$ cat config.mk
export PLATFORM = sky130hd
export DESIGN_NAME = nrzi_stuff_encoder
export DESIGN_NICKNAME = d
export VERILOG_FILES = /design/src/rtl/nrzi_stuff_encoder.sv
export SDC_FILE = /design/constraint.sdc
export NUM_CORES = 1
export LEC_CHECK = 0
export CAP_MARGIN = 20
export CORE_AREA = 8 8 45 47
export CTS_BUF_LIST = sky130_fd_sc_hd__clkbuf_2
export DETAILED_ROUTE_END_ITERATION = 16
export DIE_AREA = 0 0 53 55
export MAX_ROUTING_LAYER = met4
export PLACE_DENSITY_LB_ADDON = 0.3
export RECOVER_POWER = 25
export SYNTH_ARGS = -nofsm -noshare
export SYNTH_HDL_FRONTEND = slang
export SYNTH_SLANG_ARGS = --single-unit
$ cat constraint.sdc
create_clock -name clk -period 1.4 [get_ports clk]
set_input_delay 0.14 -clock clk [delete_from_list [all_inputs] [get_ports clk]]
set_output_delay 0.14 -clock clk [all_outputs]
set_load 0.005 [all_outputs]
$ cat src/rtl/nrzi_stuff_encoder.sv
// nrzi_stuff_encoder: USB transmit bit encoder (bit stuffing, NRZI, EOP = SE0 x N then J).
// Latency: a bit accepted on a bit_tick edge drives enc_bit from that edge until the next tick.
// Backpressure: tx_ready is combinational, high only on bit_tick in IDLE/DATA; low on stuff and EOP bit times.
//
// Optional feature macro: NRZI_TX_STUFF_EN -- when defined, a 0 is inserted after
// STUFF_LIMIT consecutive ones; when undefined there is no stuffing logic at all.
//
// Ports:
//   clk, nRST                  clock, asynchronous active-low reset
//   bit_tick                   one-cycle strobe per USB bit time; state only moves on it
//   tx_valid/tx_bit/tx_last    upstream serial bit, last-bit qualifier
//   tx_ready                   combinational accept, transfer = tx_valid & tx_ready
//   enc_bit                    registered NRZI line level (1 = J/idle)
//   se0                        registered SE0 request to the line driver
//   tx_active                  registered, first accepted bit through final J
//   tx_err                     registered one-cycle underrun pulse
module nrzi_stuff_encoder #(
  parameter int STUFF_LIMIT  = 6,
  parameter int EOP_SE0_BITS = 2
) (
  input  logic clk,
  input  logic nRST,
  input  logic bit_tick,
  input  logic tx_valid,
  input  logic tx_bit,
  input  logic tx_last,
  output logic tx_ready,
  output logic enc_bit,
  output logic se0,
  output logic tx_active,
  output logic tx_err
);

  if (STUFF_LIMIT < 2 || STUFF_LIMIT > 15) begin : g_bad_stuff_limit
    $error("nrzi_stuff_encoder: STUFF_LIMIT must be 2..15");
  end
  if (EOP_SE0_BITS < 1 || EOP_SE0_BITS > 3) begin : g_bad_se0_bits
    $error("nrzi_stuff_encoder: EOP_SE0_BITS must be 1..3");
  end

  typedef enum logic [2:0] {
    S_IDLE,
    S_DATA,
`ifdef NRZI_TX_STUFF_EN
    S_STUFF,
`endif
    S_EOP_SE0,
    S_EOP_J
  } state_t;

  localparam logic [1:0] SE0_LAST = 2'(EOP_SE0_BITS - 1);

`ifdef NRZI_TX_STUFF_EN
  localparam int OW = $clog2(STUFF_LIMIT + 1);
  localparam logic [OW-1:0] LIMIT_V = OW'(STUFF_LIMIT);

  logic [OW-1:0] ones_q, ones_d, ones_inc;
  // Remembers that the bit which triggered a stuff was the packet's last bit.
  logic          last_q, last_d;
`endif

  state_t     state_q, state_d;
  logic       enc_q, enc_d;
  logic       se0_q, se0_d;
  logic       active_q, active_d;
  logic       err_q, err_d;
  logic [1:0] cnt_q, cnt_d;
  logic       xfer;

  assign tx_ready = bit_tick & ((state_q == S_IDLE) | (state_q == S_DATA));
  assign xfer     = tx_valid & tx_ready;

`ifdef NRZI_TX_STUFF_EN
  assign ones_inc = ones_q + 1'b1;
`endif

  always_comb begin
    state_d  = state_q;
    enc_d    = enc_q;
    se0_d    = se0_q;
    active_d = active_q;
    err_d    = 1'b0;
    cnt_d    = cnt_q;
`ifdef NRZI_TX_STUFF_EN
    ones_d   = ones_q;
    last_d   = last_q;
`endif
    if (bit_tick) begin
      case (state_q)
        S_IDLE, S_DATA: begin
          if (xfer) begin
            // NRZI: a 0 toggles the line, a 1 holds it.
            enc_d    = tx_bit ? enc_q : ~enc_q;
            active_d = 1'b1;
            state_d  = tx_last ? S_EOP_SE0 : S_DATA;
`ifdef NRZI_TX_STUFF_EN
            ones_d = tx_bit ? ones_inc : '0;
            last_d = tx_last;
            if (tx_bit && (ones_inc == LIMIT_V)) begin
              state_d = S_STUFF;
            end
`endif
          end else if (state_q == S_DATA) begin
            // Underrun: line holds for this bit time, EOP starts on the next tick.
            err_d   = 1'b1;
            state_d = S_EOP_SE0;
          end else begin
            active_d = 1'b0;
            enc_d    = 1'b1;
            se0_d    = 1'b0;
          end
        end
`ifdef NRZI_TX_STUFF_EN
        S_STUFF: begin
          enc_d   = ~enc_q;
          ones_d  = '0;
          last_d  = 1'b0;
          state_d = last_q ? S_EOP_SE0 : S_DATA;
        end
`endif
        S_EOP_SE0: begin
          se0_d = 1'b1;
          enc_d = 1'b1;
          if (cnt_q == SE0_LAST) begin
            cnt_d   = '0;
            state_d = S_EOP_J;
          end else begin
            cnt_d = cnt_q + 2'd1;
          end
        end
        S_EOP_J: begin
          // tx_active stays high through J; it drops on the next idle tick.
          se0_d   = 1'b0;
          enc_d   = 1'b1;
          state_d = S_IDLE;
`ifdef NRZI_TX_STUFF_EN
          ones_d  = '0;
`endif
        end
        default: begin
          state_d = S_IDLE;
        end
      endcase
    end
  end

  always_ff @(posedge clk or negedge nRST) begin
    if (!nRST) begin
      state_q  <= S_IDLE;
      enc_q    <= 1'b1;
      se0_q    <= 1'b0;
      active_q <= 1'b0;
      err_q    <= 1'b0;
      cnt_q    <= '0;
`ifdef NRZI_TX_STUFF_EN
      ones_q   <= '0;
      last_q   <= 1'b0;
`endif
    end else begin
      state_q  <= state_d;
      enc_q    <= enc_d;
      se0_q    <= se0_d;
      active_q <= active_d;
      err_q    <= err_d;
      cnt_q    <= cnt_d;
`ifdef NRZI_TX_STUFF_EN
      ones_q   <= ones_d;
      last_q   <= last_d;
`endif
    end
  end

  assign enc_bit   = enc_q;
  assign se0       = se0_q;
  assign tx_active = active_q;
  assign tx_err    = err_q;

endmodule

After elaboration in Yosys (flattened, before gate mapping)
Cells that the tools add are included.
Widths: inputs -> output; s select.

word-level totals
  register bits after elaboration = 9
  bits in latches = 0
  memory bits (writable) = 0
  bits in read-only memories = 0
  input port bits = 6
  output and inout bits = 5
  word-level logic and storage cells = 50
  memories kept = 0

cells by class
  add/sub/neg operators = 1
  multipliers = 0
  div/mod/pow operators = 0
  magnitude comparators = 0
  equal/unequal tests = 11
  shift operators = 0
  multiplexer cells = 18
  bitwise logic cells = 4
  reductions and logical operators = 10

operators with widths
  cell                 count
  $mux 1               10
  $mux 3               3
  $ne 3x3->1 const B   3
  $ne 2x2->1 const B   4
  $reduce_and 4->1     2
  $eq 3x2->1 const B   2
  $pmux 3 s2           1
  $reduce_and 3->1     2
  $mux 2               2
  $reduce_or 2->1      2
  $eq 3x1->1 const B   1
  $logic_not 3->1      1
  $pmux 1 s3           1
  $reduce_bool 3->1    1
  $add 2x1->2 const B  1
  $and 1x1->1          2
  $eq 2x1->1 const B   1
  $pmux 1 s2           1
  $reduce_and 2->1     1
  $reduce_bool 2->1    1
  $not 1->1            1
  $or 1x1->1           1

Longest topological paths before layout
  depth in word-level cells = 7
  depth in mapped cells = 4
  gate-level depth less buffers = 4

Worst setup path after synthesis
No wires, ideal clock.

  path kind = register to register
  start point = reg state_q[0]
  end point = reg state_q[1]
  library setup time = 0.118 ns
  arrival time = 0.877 ns
  data required time = 1.282 ns
  path slack = 0.405 ns
  stages on the path, launching flop included = 4
  buffers on the path = 0
  period minus slack after synthesis = 0.995 ns
  path through = dfrtp_1 -> mux2_1 -> a21oi_1 -> nor2_1

on the way
  longest elaborated chain between the ends = 6
  elaborated cells between the ends (all ways) = 12

RTL lines
  item                                                      RTL line     text
  start, declared                                           62           state_t state_q, state_d;
  start signal, assigned                                    160          state_q <= state_d;
  $eq 3x1->1 or $logic_not 3->1 (tied branches)             70, 89, 103
  $or 1x1->1                                                70           assign tx_ready = bit_tick & ((state_q == S_IDLE) | (state_q == S_DATA));
  $and 1x1->1                                               70
  $and 1x1->1                                               71           assign xfer = tx_valid & tx_ready;
  $ne 3x3->1 (no line) or $mux 3 (tied branches)            --
  $reduce_and 3->1 (no line) or $pmux 3 s2 (tied branches)  --

Parallel ways exist; a longest one is shown, timed or not.
A chain may end at the register's enable or synchronous reset.

Worst setup path after layout
  start point = reg se0_q, in the netlist se0
  end point = out se0

RTL lines
  item                    RTL line  text
  start, declared         64        logic se0_q, se0_d;
  start signal, assigned  151       se0_q <= 1'b0;
  start signal, assigned  162       se0_q <= se0_d;
  end, declared           29        output logic se0,

No word-level cell between the ends.

==> flow_summary_export.csv <==
group,metric,value,unit
run_status,outcome,"finished, final reports clean",
finish,area_growth,48.7,%
detailed_routing,drcViolationCount,0,
yosys,avgSynthCellArea,10.1,um^2
sta,finalHoldViolations,0,
yosys,syn-num-nets,43,
finish,diodes,0,
sta,slew-limit-headroom,73.9,%
power_and_ir_drop,power_density,1600,mW/mm^2
detailed_routing,num_vias,334,
clock_tree,cts-htree-levels,1,
yosys,yosysTopAreaCellShare,46.7,%
yosys,synthesis.area,375,um^2
yosys,synthTopCellsByArea,"dfrtp_1 (47%), dfstp_2 (7.0%), nor2_1 (6.0%)",
setup_path,critPathKind,"reg2out",
setup_path,crit_chain,"clkdlybuf4s50_1",
clock_tree,clock-sinks,8,
floorplan,coreArea,0.00138,mm^2
detailed_routing,totalWireLength,834,um
yosys,synth_compound_area_share,11.3,%
power_and_ir_drop,combPwrFrac,41.1,%
setup_path,arrival,1130,ps
placement,dp_hpwl,649,um
yosys,seq_area_frac_synth,53.7,%
finish,nets,64,
clock_tree,cts-buffers-inserted,3,
placement,placed_cells,68,
floorplan,start_util,27.1,%
grt,grt_pass1_wl,1380,um
clock_tree,cts_root_buf,"clkbuf_2",
detailed_routing,drt-initial-drc-count,2,
sta,fmax,789,MHz
grt,grt_antenna_before_repair,0,
clock_tree,clk_pin_slew,90,ps
yosys,synthSimpleGateAreaFrac,27.7,%
sta,final.min_clock_period,1270,ps
clock_tree,clock_path_buffers,2,
yosys,synth_cell_types,20,
setup_path,path_max_fanout,3,
power_and_ir_drop,ir_drop,0.610,mV
job,maxCapViolations,0,
yosys,synth-seq-cells,8,
placement,place.gp.congestion,0.678,
sta,slew_violations,0,
finish,drive_above_1_share,26.3,%
power_and_ir_drop,clkPwrFrac,17.9,%
yosys,synth-xor-area-share,2.33,%
sta,rsz0062_at_grt,"false",
setup_path,crit_buf_inv,1,
finish,fillerInstances,162,
sta,finalSetupViolCount,0,
placement,place_ws,-24.8,ps
floorplan,die_area,0.00292,mm^2
grt,grt-ovfl-total,0,
power_and_ir_drop,p_leak,0.000255,uW
yosys,synth_mux_area_share,3.00,%
clock_tree,postCtsHoldBufs,0,
detailed_routing,antenna_left,0,
clock_tree,cts_tree,"done",
finish,fin_cells,73,
yosys,yosys_warnings,0,
setup_path,end_kind,"output pin",
sta,finClkSkew,8.23,ps
detailed_routing,drtPass1Iterations,2,
sta,tns,0,ps
floorplan,fp.dieW,53,um
grt,gr-usage-all-layers,6.86,%
yosys,synthAdderAreaFrac,0,%
floorplan,fp-row-count,14,
power_and_ir_drop,power_frac_seq,41.0,%
power_and_ir_drop,p_int,607,uW
setup_path,cp_top_family,"buffers and inverters",
power_and_ir_drop,p_sw_share,31.8,%
setup_path,slowest_stage,"clkdlybuf4s50_1",
setup_path,cp-start-kind,"flip-flop",
floorplan,ios,11,
floorplan,die_h,55,um
setup_path,crit_path_max_incr_delay,510,ps
yosys,yosysTopAreaCell,"dfrtp_1",
setup_path,critPathRequiredTime,1260,ps
sta,setup_slack,133,ps
grt,grt_pass1_vias,338,
sta,fin_crit_sh,90.5,%
finish,fin_util,40.3,%
yosys,synth_top_family_by_area,"simple AND/OR/NAND/NOR gates",
detailed_routing,wl_per_cell,11.4,um
yosys,synthCells,37,
sta,worst_slew_pin_slew,391,ps
power_and_ir_drop,p_total,890,uW
min_path,min-delay-path-class,"in2async",
placement,portBuffers,10,
power_and_ir_drop,power_switching,283,uW
detailed_routing,detail_route.vias_per_cell,4.58,
clock_tree,clk_latency,240,ps
grt,grt_max_degree,10,
## placed cells by master (no fill, tap or decap), drive strengths merged
cell type      count
dfrtp              7
clkdlybuf4s50      7
nor2               6
buf                6
nand2              4
clkbuf             4
nand2b             3
o21ai              2
a21oi              2
dlygate4sd2        2
inv                2
a211oi             1
and4b              1
nor3               1
and3               1
a31oi              1
o31a               1
xnor2              1
nor4bb             1
nor3b              1
mux2               1
dfstp              1
dlygate4sd3        1
## what timing repair did
action                                  in CTS  in global routing
resized for setup                            2                  0
buffers inserted                             1                  0
endpoints found under the setup margin       2                  0
## per-stage QoR
| step | hold WS, ps | area (um^2) |
|---|---|---|
| floorplan | -156 | 375 |
| global placement | 450 | 533 |
| detailed placement | 458 | 533 |
| CTS | 173 | 558 |
| global route | 266 | 558 |
| finish | 245 | 558 |
## power by group through the flow
stage	clock [uW]	combinational, uW	sequential, uW
finish	160	366	365
global route	175	409	381
CTS	171	374	367
detailed placement	0	367	377
global placement	0	363	375
floorplan	0	158	380
## cell type report
| type | instances | area (um^2) | area share [%] |
|---|---|---|---|
| Clock buffer | 4 | 20.0 | 3.59 |
| Inverter | 2 | 7.51 | 1.35 |
| Multi-Input combinational cell | 27 | 166 | 29.8 |
| Sequential cell | 8 | 201 | 36.1 |
| Tap cell | 16 | 20.0 | 3.59 |
| Timing Repair Buffer | 16 | 143 | 25.6 |
## sequential cells by signal (all words and copies together) (netlist names)
name,cells
tx_err,1
tx_active,1
cnt_q,2
se0,1
state_q,2
enc_bit,1
## cell usage after synthesis
cell type / instances
o21ai_0: 2
inv_2: 1
a31oi_1: 1
nand2_1: 4
nand2b_1: 2
inv_1: 1
and4b_1: 1
a211oi_1: 1
a21oi_1: 2
o31a_1: 1
nor2_1: 6
nor4bb_1: 1
dfrtp_1: 7
nor3_2: 1
and3_2: 1
xnor2_1: 1
mux2_1: 1
dfstp_2: 1
nor3b_1: 1
nand2b_2: 1
## cell families (layout without fill, tap and decap cells)
group | after synthesis | after routing
xor+xnor | 1 | 1
simple gates | 18 | 18
buf+inv | 2 | 22
flops | 8 | 8
compound gates | 7 | 7
mux | 1 | 1
## final timing paths
path / startpoint / end / slack (ps) / cells past startpoint
max: se0 / se0 / 130 / 1
min: nRST / cnt_q[1] / 250 / 1
max reg2reg: state_q[0] / state_q[1] / 330 / 3
min reg2reg: tx_active / tx_active / 500 / 2
max in group asynchronous: nRST / enc_bit / 830 / 1
min in group clk: tx_active / tx_active / 500 / 2
## per-layer routing
metal	vias up	track usage, %	share of wire, %
met1	154	6.97	44
li1	167	-	-
met5	-	-	0
met4	0	1.29	0
met2	13	10.2	43
met3	0	5.61	14
Note: power is estimated with default switching activity, not from simulation.
